==> config.mk <==
export PLATFORM = sky130hd
export DESIGN_NAME = pc_sequencer
export DESIGN_NICKNAME = d
export VERILOG_FILES = /design/src/rtl/pc_seq_pkg.sv /design/src/rtl/next_pc_calc.sv /design/src/rtl/pc_sequencer.sv
export SDC_FILE = /design/constraint.sdc
export NUM_CORES = 1
export LEC_CHECK = 0
export CAP_MARGIN = 20
export CORE_MARGIN = 8
export CORE_UTILIZATION = 47
export DETAILED_ROUTE_END_ITERATION = 7
export HOLD_SLACK_MARGIN = 0.06
export PLACE_DENSITY_LB_ADDON = 0.08
export SYNTH_ARGS = -nofsm -noshare
export SYNTH_HDL_FRONTEND = slang
export SYNTH_SLANG_ARGS = --single-unit
==> constraint.sdc <==
create_clock -name clk -period 4 [get_ports clk]
set_input_delay 0.8 -clock clk [delete_from_list [all_inputs] [get_ports clk]]
set_output_delay 0.8 -clock clk [all_outputs]
set_load 0.02 [all_outputs]
==> src/rtl/pc_seq_pkg.sv <==
// Shared types and constants for the pc_sequencer block.
// Latency: n/a (declarations only).
// Backpressure: n/a.
package pc_seq_pkg;

   // Sequencer states
   typedef enum logic [1:0] {
      IDLE  = 2'd0,
      FETCH = 2'd1,
      EXEC  = 2'd2,
      HALT  = 2'd3
   } state_t;

   // Control-transfer opcodes (ins[6:0])
   localparam logic [6:0] OP_BRANCH = 7'b1100011;
   localparam logic [6:0] OP_JAL    = 7'b1101111;
   localparam logic [6:0] OP_JALR   = 7'b1100111;

   // Sequential PC step
   localparam logic [31:0] PC_INC = 32'd4;

endpackage : pc_seq_pkg

==> src/rtl/next_pc_calc.sv <==
// Next-PC target selection and misalignment detect for the current instruction.
// Latency: purely combinational, zero cycles.
// Backpressure: none; the owner decides when the target is committed.
module next_pc_calc
   import pc_seq_pkg::*;
(
   input  logic [31:0] pc,
   input  logic [6:0]  opcode,
   input  logic [31:0] imm,
   input  logic        branch_taken,
   input  logic [31:0] rs1_val,
   output logic [31:0] target,
   output logic        misalign
);

   logic [31:0] seq_pc;
   logic [31:0] rel_pc;
   logic [31:0] jalr_sum;

   // Candidate targets; B/J immediates are half-word offsets, hence the shift
   always_comb begin
      seq_pc   = pc + PC_INC;
      rel_pc   = pc + {imm[30:0], 1'b0};
      jalr_sum = rs1_val + imm;
   end

   // Pick the target by opcode and flag any target not on a word boundary
   always_comb begin
      target = seq_pc;
      case (opcode)
         OP_BRANCH: target = branch_taken ? rel_pc : seq_pc;
         OP_JAL:    target = rel_pc;
         OP_JALR:   target = jalr_sum & ~32'h1;
         default:   target = seq_pc;
      endcase
      misalign = |target[1:0];
   end

endmodule : next_pc_calc

==> src/rtl/pc_sequencer.sv <==
// Fetch/execute sequencer owning the PC, instruction latch and retire counter.
// Latency: 2 cycles per instruction minimum (FETCH + EXEC), +1 per wait/stall cycle.
// Backpressure: imem_ready holds FETCH, stall holds EXEC; misaligned target halts for good.
module pc_sequencer
   import pc_seq_pkg::*;
#(
   parameter logic [31:0] RESET_PC = 32'h0000_0000
)
(
   input  logic        clk,
   input  logic        rst_n,
   // instruction memory
   output logic        imem_req,
   output logic [31:0] imem_addr,
   input  logic        imem_ready,
   input  logic [31:0] imem_rdata,
   // decode / immediate generator
   output logic [31:0] ins,
   output logic        ins_valid,
   input  logic [31:0] imm,
   input  logic        branch_taken,
   input  logic [31:0] rs1_val,
   input  logic        stall,
   // status
   output logic [31:0] pc,
   output logic [31:0] link_addr,
   output logic [31:0] instret,
   output logic        halted
);

   state_t      state_q, state_d;
   logic [31:0] pc_q, pc_d;
   logic [31:0] ins_q, ins_d;
   logic [31:0] instret_q, instret_d;
   logic        halted_q, halted_d;

   logic [31:0] target;
   logic        misalign;

   next_pc_calc u_next_pc_calc (
      .pc           (pc_q),
      .opcode       (ins_q[6:0]),
      .imm          (imm),
      .branch_taken (branch_taken),
      .rs1_val      (rs1_val),
      .target       (target),
      .misalign     (misalign)
   );

   // State register
   always_ff @(posedge clk or negedge rst_n) begin
      if (!rst_n) begin
         state_q <= IDLE;
      end else begin
         state_q <= state_d;
      end
   end

   // Next-state: FETCH waits on imem_ready, EXEC waits on stall, HALT is terminal
   always_comb begin
      state_d = state_q;
      case (state_q)
         IDLE:    state_d = FETCH;
         FETCH:   if (imem_ready) state_d = EXEC;
         EXEC:    if (!stall) state_d = misalign ? HALT : FETCH;
         HALT:    state_d = HALT;
         default: state_d = IDLE;
      endcase
   end

   // Handshake outputs decode straight from the state register
   always_comb begin
      imem_req  = 1'b0;
      ins_valid = 1'b0;
      case (state_q)
         FETCH:   imem_req  = 1'b1;
         EXEC:    ins_valid = 1'b1;
         default: begin
            imem_req  = 1'b0;
            ins_valid = 1'b0;
         end
      endcase
   end

   // Datapath next values: latch on fetch, retire on leaving EXEC
   always_comb begin
      pc_d      = pc_q;
      ins_d     = ins_q;
      instret_d = instret_q;
      halted_d  = halted_q;
      if (state_q == FETCH && imem_ready) begin
         ins_d = imem_rdata;
      end
      if (state_q == EXEC && !stall) begin
         instret_d = instret_q + 32'd1;
         if (misalign) begin
            // pc stays on the faulting instruction for post-mortem
            halted_d = 1'b1;
         end else begin
            pc_d = target;
         end
      end
   end

   // Datapath registers
   always_ff @(posedge clk or negedge rst_n) begin
      if (!rst_n) begin
         pc_q      <= RESET_PC;
         ins_q     <= 32'd0;
         instret_q <= 32'd0;
         halted_q  <= 1'b0;
      end else begin
         pc_q      <= pc_d;
         ins_q     <= ins_d;
         instret_q <= instret_d;
         halted_q  <= halted_d;
      end
   end

   assign pc        = pc_q;
   assign imem_addr = pc_q;
   assign link_addr = pc_q + PC_INC;
   assign ins       = ins_q;
   assign instret   = instret_q;
   assign halted    = halted_q;

endmodule : pc_sequencer

==> out/metrics.yaml, run 1 <==
cp_slowest_stage_delay_ns: 0.78
synth_area_leaders: "dfrtp_1 (29%), ha_1 (9.2%), xnor2_1 (7.4%)"
num_vias: 8483
layout.nets: 1379
grt_pass1_wl_um: 45600
synth_top_area_share_pct: 29.3
ios: 264
yosysTopAreaCell: "dfrtp_1"
synth_seq_cells: 99
syn_area_um2: 8440
worstPathArrival_ns: 4.14
synth_common_cells: "dfrtp_1 (99), nand2_1 (87), a21oi_1 (73)"
coreArea_um2: 17800
critPathKind: "in2reg"
grt_max_degree: 67
slowest_stage: "o311ai_0"
cts-htree-levels: 3
slew_headroom_pct: 38.0
fp.dieW_um: 150
drt_wl_total_um: 29300
cts_hold_buf: 0
path_clk_slew_ns: 0.08
fin_cells: 1449
start_kind: "input port"
cts_resized: 0
dr.pass1.iters: 6
async_flop_share_pct: 100
avgSynthCellArea_um2: 8.72
finClkSkew_ns: 0.0115
synthCells: 968
fillCellCount: 1585
gp_congestion: 0.950
die_h_um: 150
global_route.usage.total_pct: 25.6
p_per_area_nw_per_um2: 246
cp.buffers_inverters: 2
design_area_um2: 11600
initial_core_util_pct: 47.5
fin_crit_sh_pct: 97.7
cts_setup_buffers: 0
rows: 49
grt_remaining_overflow: 0
cts_sinks: 99
synth-main-ff-cell: "dfrtp_1"
synth_edf_count: 0
ir_worst_vdd_mv: 0.207
cts_buffers: 9
drive_above_1_share_pct: 9.35
seq_area_frac_synth_pct: 29.3
cp_cell_sequence: "clkdlybuf4s50_1, ha_1, a211oi_1, nor2_1, o311ai_0, a31oi_1, o21ai_0, buf_4, nand2b_1, nor2_1, a41oi_1, a31oi_1"
period_minus_slack_ns: 3.91
routed_via_density: 5.85
wl_per_cell_um: 20.2
yosys_warnings: 0
rsz0062_at_grt: "no"
placed_cells: 1432
end_kind: "flip-flop"
cts_tree: "done"
syn-num-nets: 1133
hpwl_um: 23200
critPathTopFamily: "compound AO/OA/AOI/OAI gates"
power_leakage_nw: 4.94
antenna_found_initial: 1
synth.most_common_cell: "dfrtp_1"
dieArea_um2: 22500
outcome: "complete, no violations"
clock_latency_ns: 0.35
cap_violations: 0
ys_types: 78
first_iter_violations: 705
required_ns: 4.23
setup_viol: 0
cts_buffer_depth: 2
fmax_mhz: 256
syn_to_final_growth_pct: 37.1
tightest_slew_ns: 0.930
grt_pass1_vias: 8456
io_buffers: 263
ant_nets: 0
placed_area_um2: 11200
drc_errors: 0
cts-root-buf: "clkbuf_16"
crit_fanout: 5
maxSlewViolCount: 0
hold_path.class: "reg2reg"
finalHoldViolCount: 0
==> final cells by class <==
cell class                 count  area [um^2]  area share (%)
multi-input combinational    773         5450            47.1
clock buffer                   9          225            1.94
antenna                        1         2.50          0.0216
timing repair buffer         303         2930            25.3
clock inverter                 7          103           0.886
tap                          229          287            2.47
inverter                      28          105           0.908
sequential                    99         2480            21.4
==> layout by cell type (no fill, tap or decap), types with 6 or more instances in the layout <==
| cell type | n |
|---|---|
| o21bai_1 | 10 |
| mux2_2 | 33 |
| nor2b_1 | 9 |
| o21ai_0 | 46 |
| dfrtp_1 | 99 |
| a222oi_1 | 12 |
| o21a_1 | 7 |
| clkbuf_16 | 9 |
| and3_1 | 16 |
| clkdlybuf4s50_1 | 262 |
| nand2_1 | 87 |
| a21oi_1 | 73 |
| xnor2_1 | 71 |
| and4_1 | 6 |
| nand3_1 | 35 |
| a31oi_1 | 13 |
| nand4_1 | 20 |
| nand3b_1 | 6 |
| nor3_1 | 10 |
| o21ai_1 | 16 |
| a211oi_1 | 8 |
| a21o_1 | 18 |
| nand2b_1 | 10 |
| nor2_1 | 66 |
| buf_4 | 41 |
| a21boi_0 | 6 |
| ha_1 | 62 |
| xor2_1 | 39 |
| and2_1 | 8 |
| inv_1 | 28 |
==> flip-flops by register name (all words and copies together) (netlist names) <==
register / cells
halted: 1
instret: 32
ins: 32
state_q: 2
imem_addr: 32
==> worst paths after layout <==
| kind | startpoint | to | slack [ns] | cells past startpoint |
|---|---|---|---|---|
| max in group asynchronous | rst_n | instret[21] | 2.57 | 2 |
| min in group asynchronous | rst_n | imem_addr[10] | 0.55 | 1 |
| max | imm[14] | imem_addr[25] | 0.09 | 12 |
| min reg2reg | halted | halted | 0.46 | 1 |
| max reg2reg | imem_addr[1] | imem_addr[25] | 0.83 | 10 |
| min | halted | halted | 0.46 | 1 |
==> report_power, final <==
group / internal [mW] / switching (mW)
clock: 0.509 / 0.452
sequential: 1.06 / 0.0442
combinational: 0.388 / 0.397
total: 1.95 / 0.894
==> per-layer routing <==
| metal | vias up | GRT usage, % | wire [um] |
|---|---|---|---|
| met5 | - | 0 | 0 |
| met2 | 385 | 42.0 | 13700 |
| met1 | 4046 | 32.8 | 12500 |
| li1 | 4001 | - | - |
| met4 | 0 | 9.55 | 774 |
| met3 | 51 | 4.81 | 2340 |
==> cell families (layout without fill, tap and decap cells) <==
family,count (synthesis),in the layout,share of synthesized area [%]
flops,99,99,29.3
simple gates,301,301,18.2
buf+inv,96,347,6.16
mux,35,35,4.64
compound gates,262,262,20.4
other cells,0,1,0
fa+ha+maj,64,64,9.66
xor+xnor,111,111,11.6
==> stage by stage <==
| stage | setup WS (ns) | setup TNS (ns) | power (mW) | hold slack, ns | util (%) |
|---|---|---|---|---|---|
| 2_1_floorplan | 0.989 | 0 | 1.52 | 0.489 | - |
| 3_3_place_gp | -0.171 | -0.621 | 1.90 | 0.437 | 63.3 |
| 3_5_place_dp | -0.156 | -0.491 | 1.90 | 0.450 | 63.3 |
| 4_1_cts | 0.205 | 0 | 2.87 | 0.468 | 65.1 |
| 5_1_grt | 0.0739 | 0 | 2.98 | 0.483 | 65.1 |
| 6_report | 0.0938 | 0 | 2.85 | 0.460 | 65.1 |
Power figures use the tool's default switching activity.
==> run 2, diff against run 1 <==
Settings changed: CAP_MARGIN 20 to default, CORE_UTILIZATION 47 to 44.
Clock period 4 ns to 3.54 ns, I/O delays scaled along.
==> run 2 against run 1 <==
Wire length rose by 2.5%; global-route usage fell by 1.1 points; critical path depth fell by 5; first-iteration DRC count fell by 4.1%; register-to-register slack got worse by 0.26 ns; sequential share of layout area fell by 0.83 points; clock skew rose by 0.0032 ns; die area rose by 6.1%.
==> out/metrics.yaml, run 2 (synthesized netlist as in run 1, its figures left out) <==
outcome: "complete, no violations"  # unchanged
hpwl_um: 23900  # was 23200 um
ant_nets: 0  # unchanged
grt_pass1_wl_um: 46700  # was 45600 um
cts-htree-levels: 3  # unchanged
rows: 50  # was 49
grt_pass1_vias: 8585  # was 8456
first_iter_violations: 676  # was 705
power_leakage_nw: 5.33  # was 4.94 nW
wl_per_cell_um: 19.9  # was 20.2 um
finalHoldViolCount: 0  # unchanged
final_cell_mix: "clkdlybuf4s50_1 (253), dfrtp_1 (99), buf_4 (98)"  # was clkdlybuf4s50_1 (262), dfrtp_1 (99), nand2_1 (87)
slowest_stage: "clkdlybuf4s50_1"  # was o311ai_0
period_minus_slack_ns: 3.43
critPathTopFamily: "simple AND/OR/NAND/NOR gates"  # was compound AO/OA/AOI/OAI gates
grt_max_degree: 51  # was 67
grt_remaining_overflow: 0  # unchanged
cts_sinks: 99  # unchanged
die_h_um: 155  # was 150 um
setup_tns_ns: 0  # unchanged
tightest_slew_ns: 0.825  # was 0.930 ns
start_kind: "flip-flop"  # was input port
gp_congestion: 0.961  # was 0.950
drive_above_1_share_pct: 13.9  # was 9.35%
drc_errors: 0  # unchanged
dr.pass1.iters: 8  # was 6
maxSlewViolCount: 0  # unchanged
layout.nets: 1437  # was 1379
drt_wl_total_um: 30000  # was 29300 um
fmax_mhz: 291
cts-root-buf: "clkbuf_16"  # unchanged
cp_slowest_stage_delay_ns: 0.66  # was 0.78 ns
cap_violations: 0  # unchanged
cp.buffers_inverters: 2  # unchanged
antenna_found_initial: 0  # was 1
ir_worst_vdd_mv: 0.235  # was 0.207 mV
finClkSkew_ns: 0.0147  # was 0.0115 ns
required_ns: 2.83  # was 4.23 ns
setup_viol: 0  # unchanged
initial_core_util_pct: 45.0  # was 47.5%
cp_cell_sequence: "nand4_1, nor3_2, and3_2, buf_4, nand2_1, xnor2_1, clkdlybuf4s50_1"  # was clkdlybuf4s50_1, ha_1, a211oi_1, nor2_1, o311ai_0, a31oi_1, o21ai_0, buf_4, nand2b_1, nor2_1, a41oi_1, a31oi_1
clock_latency_ns: 0.37  # was 0.35 ns
grt_use_met2_pct: 40.6  # was 42.0%
io_buffers: 263  # unchanged
cts_buffer_depth: 2  # unchanged
routed_via_density: 5.71  # was 5.85
slew_headroom_pct: 44.8  # was 38.0%
antenna_cells: 0  # was 1
grt_util_met3_pct: 4.74  # was 4.81%
hold_path.class: "in2async"  # was reg2reg
worst_r2r_path_depth: 12  # was 10
ios: 264  # unchanged
met1_usage_pct: 31.2  # was 32.8%
syn_to_final_growth_pct: 42.7  # was 37.1%
cts_buffers: 9  # unchanged
rsz0062_at_grt: "no"  # unchanged
path_clk_slew_ns: 0.09  # was 0.08 ns
dieArea_um2: 23900  # was 22500 um^2
hold_ws_ns: 0.378  # was 0.460 ns
fp.dieW_um: 155  # was 150 um
fin_crit_sh_pct: 97.0
cp.depth: 7  # was 12
worstPathArrival_ns: 2.72  # was 4.14 ns
p_per_area_nw_per_um2: 267  # was 246 nW/um^2
cts_tree: "done"  # unchanged
critPathKind: "reg2out"  # was in2reg
num_vias: 8625  # was 8483
crit_fanout: 7  # was 5
final_common_cell: "clkdlybuf4s50_1"  # unchanged
end_kind: "primary output"  # was flip-flop
coreArea_um2: 18800  # was 17800 um^2
grt.busiest_layer: "met2"  # unchanged
global_route.usage.total_pct: 24.5  # was 25.6%
==> run 2: cell types whose count changed in the layout (fill, tap and decap cells not counted), sizes merged <==
cell           change
dlygate4sd2        +5
bufinv             -1
dlymetal6s2s       +4
diode              -1
clkinv             +1
buf               +58
clkdlybuf4s50      -9
==> run 2: what timing repair did <==
action	in CTS	in global routing
gates cloned	0	0
endpoints found under the setup margin	6	10
hold endpoints to repair	0	0
hold buffers	0	0
buffers inserted	0	0
pin swaps	0	0
resized for setup	6	8
==> run 2: layout make-up <==
| cell class | count | area, um^2 |
|---|---|---|
| Multi-Input combinational cell | 773 | 5470 |
| Inverter | 28 | 105 |
| Fill cell | 1623 | 6720 |
| Tap cell | 234 | 293 |
| Clock inverter | 7 | 91.3 |
| Clock buffer | 9 | 225 |
| Sequential cell | 99 | 2480 |
| Timing Repair Buffer | 361 | 3380 |
==> run 2: metal layers <==
layer | routed length (um) | vias to the layer above
li1 | - | 4116
met1 | 13000 | 4073
met2 | 14100 | 381
met3 | 2160 | 55
met4 | 750 | 0
met5 | 0 | -
==> run 2: final timing paths <==
check / slack (ns) / endpoint / start
hold reg to reg: 0.46 / halted / halted
setup reg to reg: 0.57 / imem_addr[29] / imem_addr[1]
hold / removal: 0.38 / imem_addr[4] / rst_n
setup / recovery: 0.11 / link_addr[27] / imem_addr[14]
min in group clk: 0.46 / halted / halted
max in group asynchronous: 2.41 / ins[22] / rst_n
==> run 2: stage by stage <==
step | utilization (%) | power (mW) | instances | cell area [um^2] | worst slack, ns
after floorplan | - | 1.72 | 968 | 8440 | 0.621
after global placement | 62.4 | 2.18 | 1495 | 11700 | -0.314
after detailed placement | 62.4 | 2.18 | 1495 | 11700 | -0.321
after CTS | 64.1 | 3.25 | 1511 | 12000 | 0.0104
after global routing | 64.2 | 3.36 | 1511 | 12000 | 0.00132
final | 64.2 | 3.22 | 1511 | 12000 | 0.107
==> run 2: power by group <==
part	internal, mW	switching (mW)
Clock	0.512	0.540
Combinational	0.469	0.454
Sequential	1.19	0.0501
